--- src/rtl/ps2_host_tx_if.sv ---
// ps2_host_tx_if: command handshake plus open-drain PS/2 pin bundle for ps2_host_tx
//   send/cmd          request and command byte from the controller
//   busy/done         transfer in progress / one-cycle end-of-transfer pulse
//   ack_ok/timeout    transfer result, held until the next accepted send
//   ps2_*_in          raw pin levels, ps2_*_drive_low  1 = pull pin low
interface ps2_host_tx_if;
  logic       send;
  logic [7:0] cmd;
  logic       busy;
  logic       done;
  logic       ack_ok;
  logic       timeout;
  logic       ps2_clk_in;
  logic       ps2_data_in;
  logic       ps2_clk_drive_low;
  logic       ps2_data_drive_low;
  modport master (
    output send, cmd, ps2_clk_in, ps2_data_in,
    input  busy, done, ack_ok, timeout, ps2_clk_drive_low, ps2_data_drive_low
  );
  modport slave (
    input  send, cmd, ps2_clk_in, ps2_data_in,
    output busy, done, ack_ok, timeout, ps2_clk_drive_low, ps2_data_drive_low
  );
endinterface

--- src/rtl/ps2_host_tx.sv ---
// ps2_host_tx: host-to-device PS/2 command transmitter (inhibit, request-to-send, frame, acknowledge)
//   clk    system clock
//   reset  asynchronous active-low reset; releases both pins immediately
//   bus    ps2_host_tx_if.slave: send/cmd in, busy/done/ack_ok/timeout out, ps2 pins
module ps2_host_tx #(
  parameter int INHIBIT_CYCLES = 5000,
  parameter int TIMEOUT_CYCLES = 750000
) (
  input logic          clk,
  input logic          reset,
  ps2_host_tx_if.slave bus
);
  localparam int MAXC = INHIBIT_CYCLES > TIMEOUT_CYCLES ? INHIBIT_CYCLES : TIMEOUT_CYCLES;
  localparam int CW = $clog2(MAXC + 1);
  typedef enum logic [2:0] {IDLE, INHIBIT, RTS, SEND, ACK, WAIT_IDLE, FIN} state_t;
  state_t state, state_n;
  logic [CW-1:0] cnt, cnt_n;
  logic [9:0] sh, sh_n;
  logic [3:0] bits, bits_n;
  logic data_low, data_low_n;
  logic ack_s, ack_s_n;
  logic ack_ok_q, ack_ok_n;
  logic timeout_q, timeout_n;
  logic clk_s1, clk_s2, clk_prev, data_s1, data_s2, fall;
  // synchronizers idle high so reset release never looks like a falling edge
  always_ff @(posedge clk or negedge reset)
    if (!reset) begin
      {clk_s1, clk_s2, clk_prev, data_s1, data_s2} <= '1;
      fall <= 1'b0;
    end else begin
      clk_s1 <= bus.ps2_clk_in;
      clk_s2 <= clk_s1;
      clk_prev <= clk_s2;
      data_s1 <= bus.ps2_data_in;
      data_s2 <= data_s1;
      fall <= clk_prev & ~clk_s2;
    end
  always_ff @(posedge clk or negedge reset)
    if (!reset) begin
      state <= IDLE;
      cnt <= '0;
      sh <= '0;
      bits <= '0;
      data_low <= 1'b0;
      ack_s <= 1'b0;
      ack_ok_q <= 1'b0;
      timeout_q <= 1'b0;
    end else begin
      state <= state_n;
      cnt <= cnt_n;
      sh <= sh_n;
      bits <= bits_n;
      data_low <= data_low_n;
      ack_s <= ack_s_n;
      ack_ok_q <= ack_ok_n;
      timeout_q <= timeout_n;
    end
  // sh holds {stop, odd parity, cmd} and shifts out LSB first, one bit per device falling edge
  always_comb begin
    state_n = state;
    cnt_n = cnt;
    sh_n = sh;
    bits_n = bits;
    data_low_n = data_low;
    ack_s_n = ack_s;
    ack_ok_n = ack_ok_q;
    timeout_n = timeout_q;
    unique case (state)
      IDLE:
        if (bus.send) begin
          state_n = INHIBIT;
          cnt_n = '0;
          sh_n = {1'b1, ~^bus.cmd, bus.cmd};
          data_low_n = 1'b0;
          ack_ok_n = 1'b0;
          timeout_n = 1'b0;
        end
      INHIBIT: begin
        cnt_n = cnt + 1'b1;
        if (cnt == CW'(INHIBIT_CYCLES - 1)) begin
          state_n = RTS;
          data_low_n = 1'b1;
        end
      end
      RTS: begin
        state_n = SEND;
        cnt_n = '0;
        bits_n = '0;
      end
      SEND, ACK: begin
        cnt_n = cnt + 1'b1;
        if (cnt == CW'(TIMEOUT_CYCLES - 1)) begin
          state_n = FIN;
          data_low_n = 1'b0;
          timeout_n = 1'b1;
          ack_ok_n = 1'b0;
        end else if (fall && state == SEND) begin
          data_low_n = ~sh[0];
          sh_n = sh >> 1;
          bits_n = bits + 1'b1;
          state_n = bits == 4'd9 ? ACK : SEND;
        end else if (fall) begin
          ack_s_n = ~data_s2;
          state_n = WAIT_IDLE;
        end
      end
      // the acknowledge result is only published together with done
      WAIT_IDLE:
        if (clk_s2 & data_s2) begin
          state_n = FIN;
          ack_ok_n = ack_s;
        end
      FIN: state_n = IDLE;
      default: state_n = IDLE;
    endcase
  end
  assign bus.ps2_clk_drive_low = state == INHIBIT || state == RTS;
  assign bus.ps2_data_drive_low = data_low;
  assign bus.busy = state != IDLE;
  assign bus.done = state == FIN;
  assign bus.ack_ok = ack_ok_q;
  assign bus.timeout = timeout_q;
endmodule

--- src/flat_wrapper.sv ---
// flat-port wrapper written by rule: the top's interface ports become plain ports
module ps2_host_tx_flat 
#(
  parameter int INHIBIT_CYCLES = 5000,
  parameter int TIMEOUT_CYCLES = 750000
)
  (clk, reset, bus_send, bus_cmd, bus_ps2_clk_in, bus_ps2_data_in, bus_busy, bus_done, bus_ack_ok, bus_timeout, bus_ps2_clk_drive_low, bus_ps2_data_drive_low);
  ps2_host_tx_if bus_i ();
  input logic clk;
  input logic reset;
  input wire logic [$bits(bus_i.send)-1:0] bus_send;
  input wire logic [$bits(bus_i.cmd)-1:0] bus_cmd;
  input wire logic [$bits(bus_i.ps2_clk_in)-1:0] bus_ps2_clk_in;
  input wire logic [$bits(bus_i.ps2_data_in)-1:0] bus_ps2_data_in;
  output wire logic [$bits(bus_i.busy)-1:0] bus_busy;
  output wire logic [$bits(bus_i.done)-1:0] bus_done;
  output wire logic [$bits(bus_i.ack_ok)-1:0] bus_ack_ok;
  output wire logic [$bits(bus_i.timeout)-1:0] bus_timeout;
  output wire logic [$bits(bus_i.ps2_clk_drive_low)-1:0] bus_ps2_clk_drive_low;
  output wire logic [$bits(bus_i.ps2_data_drive_low)-1:0] bus_ps2_data_drive_low;
  assign bus_i.send = bus_send;
  assign bus_i.cmd = bus_cmd;
  assign bus_i.ps2_clk_in = bus_ps2_clk_in;
  assign bus_i.ps2_data_in = bus_ps2_data_in;
  assign bus_busy = bus_i.busy;
  assign bus_done = bus_i.done;
  assign bus_ack_ok = bus_i.ack_ok;
  assign bus_timeout = bus_i.timeout;
  assign bus_ps2_clk_drive_low = bus_i.ps2_clk_drive_low;
  assign bus_ps2_data_drive_low = bus_i.ps2_data_drive_low;
  ps2_host_tx #(.INHIBIT_CYCLES(INHIBIT_CYCLES), .TIMEOUT_CYCLES(TIMEOUT_CYCLES)) u_core (.clk(clk), .reset(reset), .bus(bus_i));
endmodule
--- config.mk ---
export PLATFORM = sky130hd
export DESIGN_NAME = ps2_host_tx_flat
export DESIGN_NICKNAME = d
export VERILOG_FILES = /design/src/rtl/ps2_host_tx_if.sv /design/src/rtl/ps2_host_tx.sv /design/src/flat_wrapper.sv
export SDC_FILE = /design/constraint.sdc
export NUM_CORES = 1
export LEC_CHECK = 0
export BUFFER_PORTS_ARGS = -buffer_cell sky130_fd_sc_hd__clkbuf_2
export CAP_MARGIN = 0
export CORE_ASPECT_RATIO = 1.4
export CORE_MARGIN = 2
export CORE_UTILIZATION = 30
export DETAILED_ROUTE_END_ITERATION = 6
export SETUP_SLACK_MARGIN = 0.2
export SLEW_MARGIN = 40
export SYNTH_ARGS = -nofsm -noshare
export SYNTH_HDL_FRONTEND = slang
export SYNTH_SLANG_ARGS = --single-unit
--- constraint.sdc ---
create_clock -name clk -period 6.6 [get_ports clk]
set_clock_uncertainty 0.2 [all_clocks]
set_input_delay 0.33 -clock clk [delete_from_list [all_inputs] [get_ports clk]]
set_output_delay 0.33 -clock clk [all_outputs]
set_load 0.01 [all_outputs]
**Word-level counts from Yosys, hierarchy flattened**

Index checks and enable logic that the tools add are counted.

- Register bits: 47
- Logic and storage cells: 87

- $add $sub $neg: 2
- Equal/unequal tests: 17
- Multiplexer cells: 27
- Bitwise gates (word level): 7
- Reductions and logical operators: 20

Operators with widths:

| cell | count |
|---|---|
| 20-bit case mux with 3 select lines | 1 |
| 10-bit two-way mux | 3 |
| 3-bit two-way mux | 7 |
| 20-bit by 1-bit adder with 20-bit output, second input constant | 1 |
| 20-bit by 13-bit == test with 1-bit output, second input constant | 1 |
| 20-bit == test, second input constant | 1 |
| 20-bit two-way mux | 1 |
| 10-bit case mux with 2 select lines | 1 |
| 4-bit AND reduction | 5 |
| 3-bit case mux with 5 select lines | 1 |
| 3-bit nonzero test | 4 |
| 3-bit == test, second input constant | 3 |
| 4-bit two-way mux | 2 |
| 2-bit by 1-bit != test with 1-bit output, second input constant | 4 |
| 4-bit case mux with 2 select lines | 1 |
| 8-bit XNOR reduction | 1 |
| 1-bit two-way mux | 7 |
| 3-bit by 2-bit == test with 1-bit output, second input constant | 2 |
| 1-bit case mux with 3 select lines | 2 |
| 3-bit AND reduction | 2 |
| 1-bit NOT | 5 |
| 4-bit by 1-bit adder with 4-bit output, second input constant | 1 |
| 4-bit == test, second input constant | 1 |
| 2-bit != test, second input constant | 2 |
| 12 further kinds | 14 |

**Logic depth before layout (Yosys ltp)**

- Depth in word-level cells: 5
- Mapped depth: 8

**Least setup slack after synthesis**

No wires, ideal clock.

- Path type: reg2reg
- Start: register u_core.cnt[3]
- End: register u_core.cnt[10]
- Setup time: 0.119 ns
- Arrival: 2.101 ns
- Path slack: 4.180 ns
- Stages on the path, launching flop included: 9
- Buffers on the path: 3
- Clock period less this slack: 2.420 ns
- Cell sequence: dfrtp_1 buf_2 or4b_1 or4_4 o31ai_4 and3_1 buf_6 buf_12 nor2_1

- Longest elaborated chain between the ends: 2

Ends and longest elaborated chain:

| what | RTL line | source |
|---|---|---|
| start: declaration | ps2_host_tx.sv:17 | `logic [CW-1:0] cnt, cnt_n;` |
| start signal: assignment | ps2_host_tx.sv:50 | `cnt <= cnt_n;` |
| 20-bit by 1-bit adder with 20-bit output | ps2_host_tx.sv:79, ps2_host_tx.sv:91 |  |
| 20-bit case mux with 3 select lines | ps2_host_tx.sv:68 | `unique case (state)` |

Every way passes these cells.
A chain may end at the register's enable or synchronous reset.

**Worst setup path in the final report**

- Start: register u_core.state[0]
- End: register u_core.cnt[11]

- Longest elaborated chain between the ends: 4

Ends and longest elaborated chain:

| what | RTL line | source |
|---|---|---|
| start: declaration | ps2_host_tx.sv:16 | `state_t state, state_n;` |
| start signal: assignment | ps2_host_tx.sv:49 | `state <= state_n;` |
| 3-bit == test, or another cell as far along | ps2_host_tx.sv:68 |  |
| 3-bit OR reduction (no line) | -- |  |
| 3-bit nonzero test (no line) | -- |  |
| 2-bit AND reduction (no line) | -- |  |

Several ways; a longest one is shown, not always the timed one.

==> flow_summary.json <==
{
  "hold_class": "register to register",
  "synth_xor_area_share_pct": 9.043,
  "critPathKind": "register to register",
  "power.switching_uw": 355.2,
  "max_stage_delay_ns": 0.70,
  "ys_seq_elements": 47,
  "syn-cell-area_um2": 2615,
  "synth_compound_area_share_pct": 9.665,
  "synth_top_family_by_area": "simple AND/OR/NAND/NOR gates",
  "start_util_pct": 30.74,
  "drtAntennaViolNets": 0,
  "p_int_uw": 653.0,
  "grt_overflow": 0,
  "clk_pin_slew_worst_paths_ns": 0.06,
  "synth-simple-area-share_pct": 22.11,
  "p_leak_nw": 1.205,
  "grt_start_max_net_pins": 48,
  "combPwrFrac_pct": 32.9,
  "worst_skew_pair.late_latency_ns": 0.29,
  "die_h_um": 114.5,
  "final_util_pct": 34.71,
  "path_cells": "or4b_1 > or4_4 > o31ai_4 > and3_1 > nor2_1",
  "tightest_slew_ns": 0.7949,
  "endpoint_kind": "register",
  "fmax_mhz": 330.9,
  "tns_ns": 0,
  "antenna_found_initial": 0,
  "critical_path.max_fanout": 19,
  "p_seq_share_pct": 42.9,
  "cts_hold_buf": 3,
  "ctsLongestPathBuffers": 2,
  "vdd_drop_max_uv": 209.9,
  "powerDensity_nw_per_um2": 341.4,
  "drv_slew": 0,
  "drcViolationCount": 0,
  "synth_mux_area_share_pct": 8.947,
  "firstDrtPassIters": 4,
  "dp_hpwl_mm": 3.970,
  "ios": 19,
  "rsz0062_at_grt": "false",
  "synth_ff_type": "dfrtp_1",
  "power_frac_clock_pct": 24.3,
  "yosysWarnings": 0,
  "cts_resized": 0,
  "die_w_um": 82.91,
  "synth_top_area_cell": "dfrtp_1",
  "root_buffer": "clkbuf_16",
  "cts_buffers": 5,
  "critPathArrivalTime_ns": 2.96,
  "numPortBuffers": 18,
  "areaGrowthSynthToFinish_pct": 12.92,
  "core.rowCount": 40,
  "synth_adder_area_share_pct": 1.435,
  "synth_nets": 279,
  "critPathLaunchType": "register",
  "outcome": "finished, final reports clean",
  "nFillCells": 868,
  "holdWs_ns": 0.1556,
  "wire_per_inst_um": 14.55,
  "max_cap_violations": 0,
  "period_needed_ns": 3.022,
  "coreArea_um2": 8508,
  "diodes": 0,
  "netlist_top_cells_area": "dfrtp_1 (40%), mux2_2 (8.2%), xnor2_1 (7.4%)",
  "power_mw": 1.008,
  "synth_cell_type_count": 52,
  "dr_total_vias": 2022,
  "cts_setup_buffers": 0,
  "htreeDepth": 2,
  "hold_viol": 0,
  "max-slew-margin-rel_pct": 46.98,
  "grt_pass1_vias": 2000,
  "routed_via_density": 5.225,
  "fin_nets": 297,
  "syn_area_per_cell_um2": 9.943,
  "p_sw_share_pct": 35.23,
  "required_ns": 6.54,
  "grt.total_usage_pct": 12.24,
  "wl_mm": 5.632,
  "die-area_um2": 9490,
  "seq_area_frac_synth_pct": 45.22,
  "first_iter_violations": 98,
  "cts_tree": "done",
  "synth_cells": 263,
  "cpMaxStageDelayCell": "dfrtp_1",
  "min_period_over_period_pct": 45.78,
  "synthArstFlopShare_pct": 100.0,
  "setup_viol": 0,
  "grt_first_pass_wirelength_mm": 9.315,
  "drive_above_1_share_pct": 20.92,
  "clkSinkCount": 47,
  "gp_congestion": 0.8695,
  "synth_edf_count": 0,
  "yosysTopAreaCellShare_pct": 40.19
}
## cell usage after synthesis (2+ instances only)
library cell	n
or2_2	2
nand3_1	16
a211o_1	2
xor2_1	5
clkbuf_1	7
o21ai_0	9
nand3b_1	2
nor2b_1	2
or3b_2	2
xnor2_1	22
dfrtp_1	42
or4_1	4
mux2i_1	2
nor4_1	3
nand2b_1	2
a21oi_1	4
and2_1	2
nor3_1	6
o31ai_1	3
o211ai_1	2
nand4_1	3
inv_1	7
nor2_1	36
nand2_1	17
mux2_2	19
ha_1	3
dfstp_2	5
a31oi_1	2
and3_1	6
and4_1	3
buf_2	2
## worst max-delay path, delay by kind of cell, from the launching register on
| kind | cells | cell delay, ns |
|---|---|---|
| AO/OA/AOI/OAI | 1 | 0.26 |
| flip-flops | 1 | 0.70 |
| AND/OR/NAND/NOR | 4 | 1.71 |
## power by group through the flow
| stage | clock network [mW] | logic, mW | registers (mW) |
|---|---|---|---|
| 2_1_floorplan | 0 | 0.306 | 0.392 |
| 3_3_place_gp | 0 | 0.327 | 0.433 |
| 3_5_place_dp | 0 | 0.332 | 0.436 |
| 4_1_cts | 0.254 | 0.335 | 0.431 |
| 5_1_grt | 0.264 | 0.366 | 0.443 |
| 6_report | 0.245 | 0.332 | 0.432 |
## cells in the final DEF (no fill, tap or decap), drive strengths merged, types with 2 or more instances in the layout
master	synthesis	layout
or4	5	5
dlygate4sd3	0	3
o21ai	10	10
and3	6	6
a211o	2	2
clkinv	0	2
dfrtp	42	42
or2	2	2
nand4	4	4
o211ai	2	2
dfstp	5	5
ha	3	3
mux2i	2	2
nor3	6	6
xnor2	22	22
nand2	17	17
and4	3	3
nor2b	2	2
xor2	5	5
nand3	16	16
a31oi	2	2
clkbuf	7	24
nor4	3	3
a21oi	4	4
inv	7	7
mux2	19	19
and2	3	3
o31ai	4	4
nand3b	2	2
nor2	36	36
or3b	2	2
nand2b	2	2
## flip-flops by register name (all words and copies together) (netlist names), 3 cells and up
| register | count |
|---|---|
| u_core.sh | 10 |
| u_core.state | 3 |
| u_core.cnt | 20 |
| u_core.bits | 4 |
## metrics by stage
step / cell area (um2) / instances / worst slack, ns
6_report: 2953 / 387 / 3.578
2_1_floorplan: 2615 / 263 / 4.180
3_3_place_gp: 2776 / 376 / 3.663
4_1_cts: 2949 / 387 / 3.578
5_1_grt: 2953 / 387 / 3.392
3_5_place_dp: 2776 / 376 / 3.602
## final timing paths
path / from / to / slack (ns) / cells past startpoint
setup / recovery: u_core.state[0] / u_core.cnt[11] / 3.58 / 5
hold / removal: u_core.clk_s1 / u_core.clk_s2 / 0.16 / 0
setup reg to reg: u_core.state[0] / u_core.cnt[11] / 3.58 / 5
hold reg to reg: u_core.clk_s1 / u_core.clk_s2 / 0.16 / 0
max in group asynchronous: reset / u_core.bits[0] / 5.32 / 3
min in group asynchronous: reset / u_core.sh[5] / 0.47 / 3
## layer usage
layer | track usage (%) | wire length, um | vias up
met1 | 12.88 | 2367 | 1002
met4 | 6.557 | 138 | 0
li1 | - | - | 968
met5 | 0 | 0 | -
met2 | 22.69 | 2949 | 42
met3 | 2.596 | 177 | 10
## kinds of logic after synthesis
family | after synthesis
AND/OR/NAND/NOR | 112
flip-flops | 47
AO/OA/AOI/OAI | 35
XOR/XNOR | 27
multiplexers | 21
buffers and inverters | 18
adder cells (fa/ha/maj) | 3
## area by class of cell
| cell class | count | area [um2] | share of cell area, % |
|---|---|---|---|
| repair buffers | 22 | 127.6 | 4.322 |
| multi-input cells | 198 | 1343 | 45.47 |
| flip-flops and latches | 47 | 1182 | 40.04 |
| well taps | 105 | 131.4 | 4.449 |
| clock buffers | 6 | 128.9 | 4.364 |
| clock inverters | 2 | 13.76 | 0.4661 |
| inverters | 7 | 26.28 | 0.8898 |
Note: power is estimated with default switching activity, not from simulation.
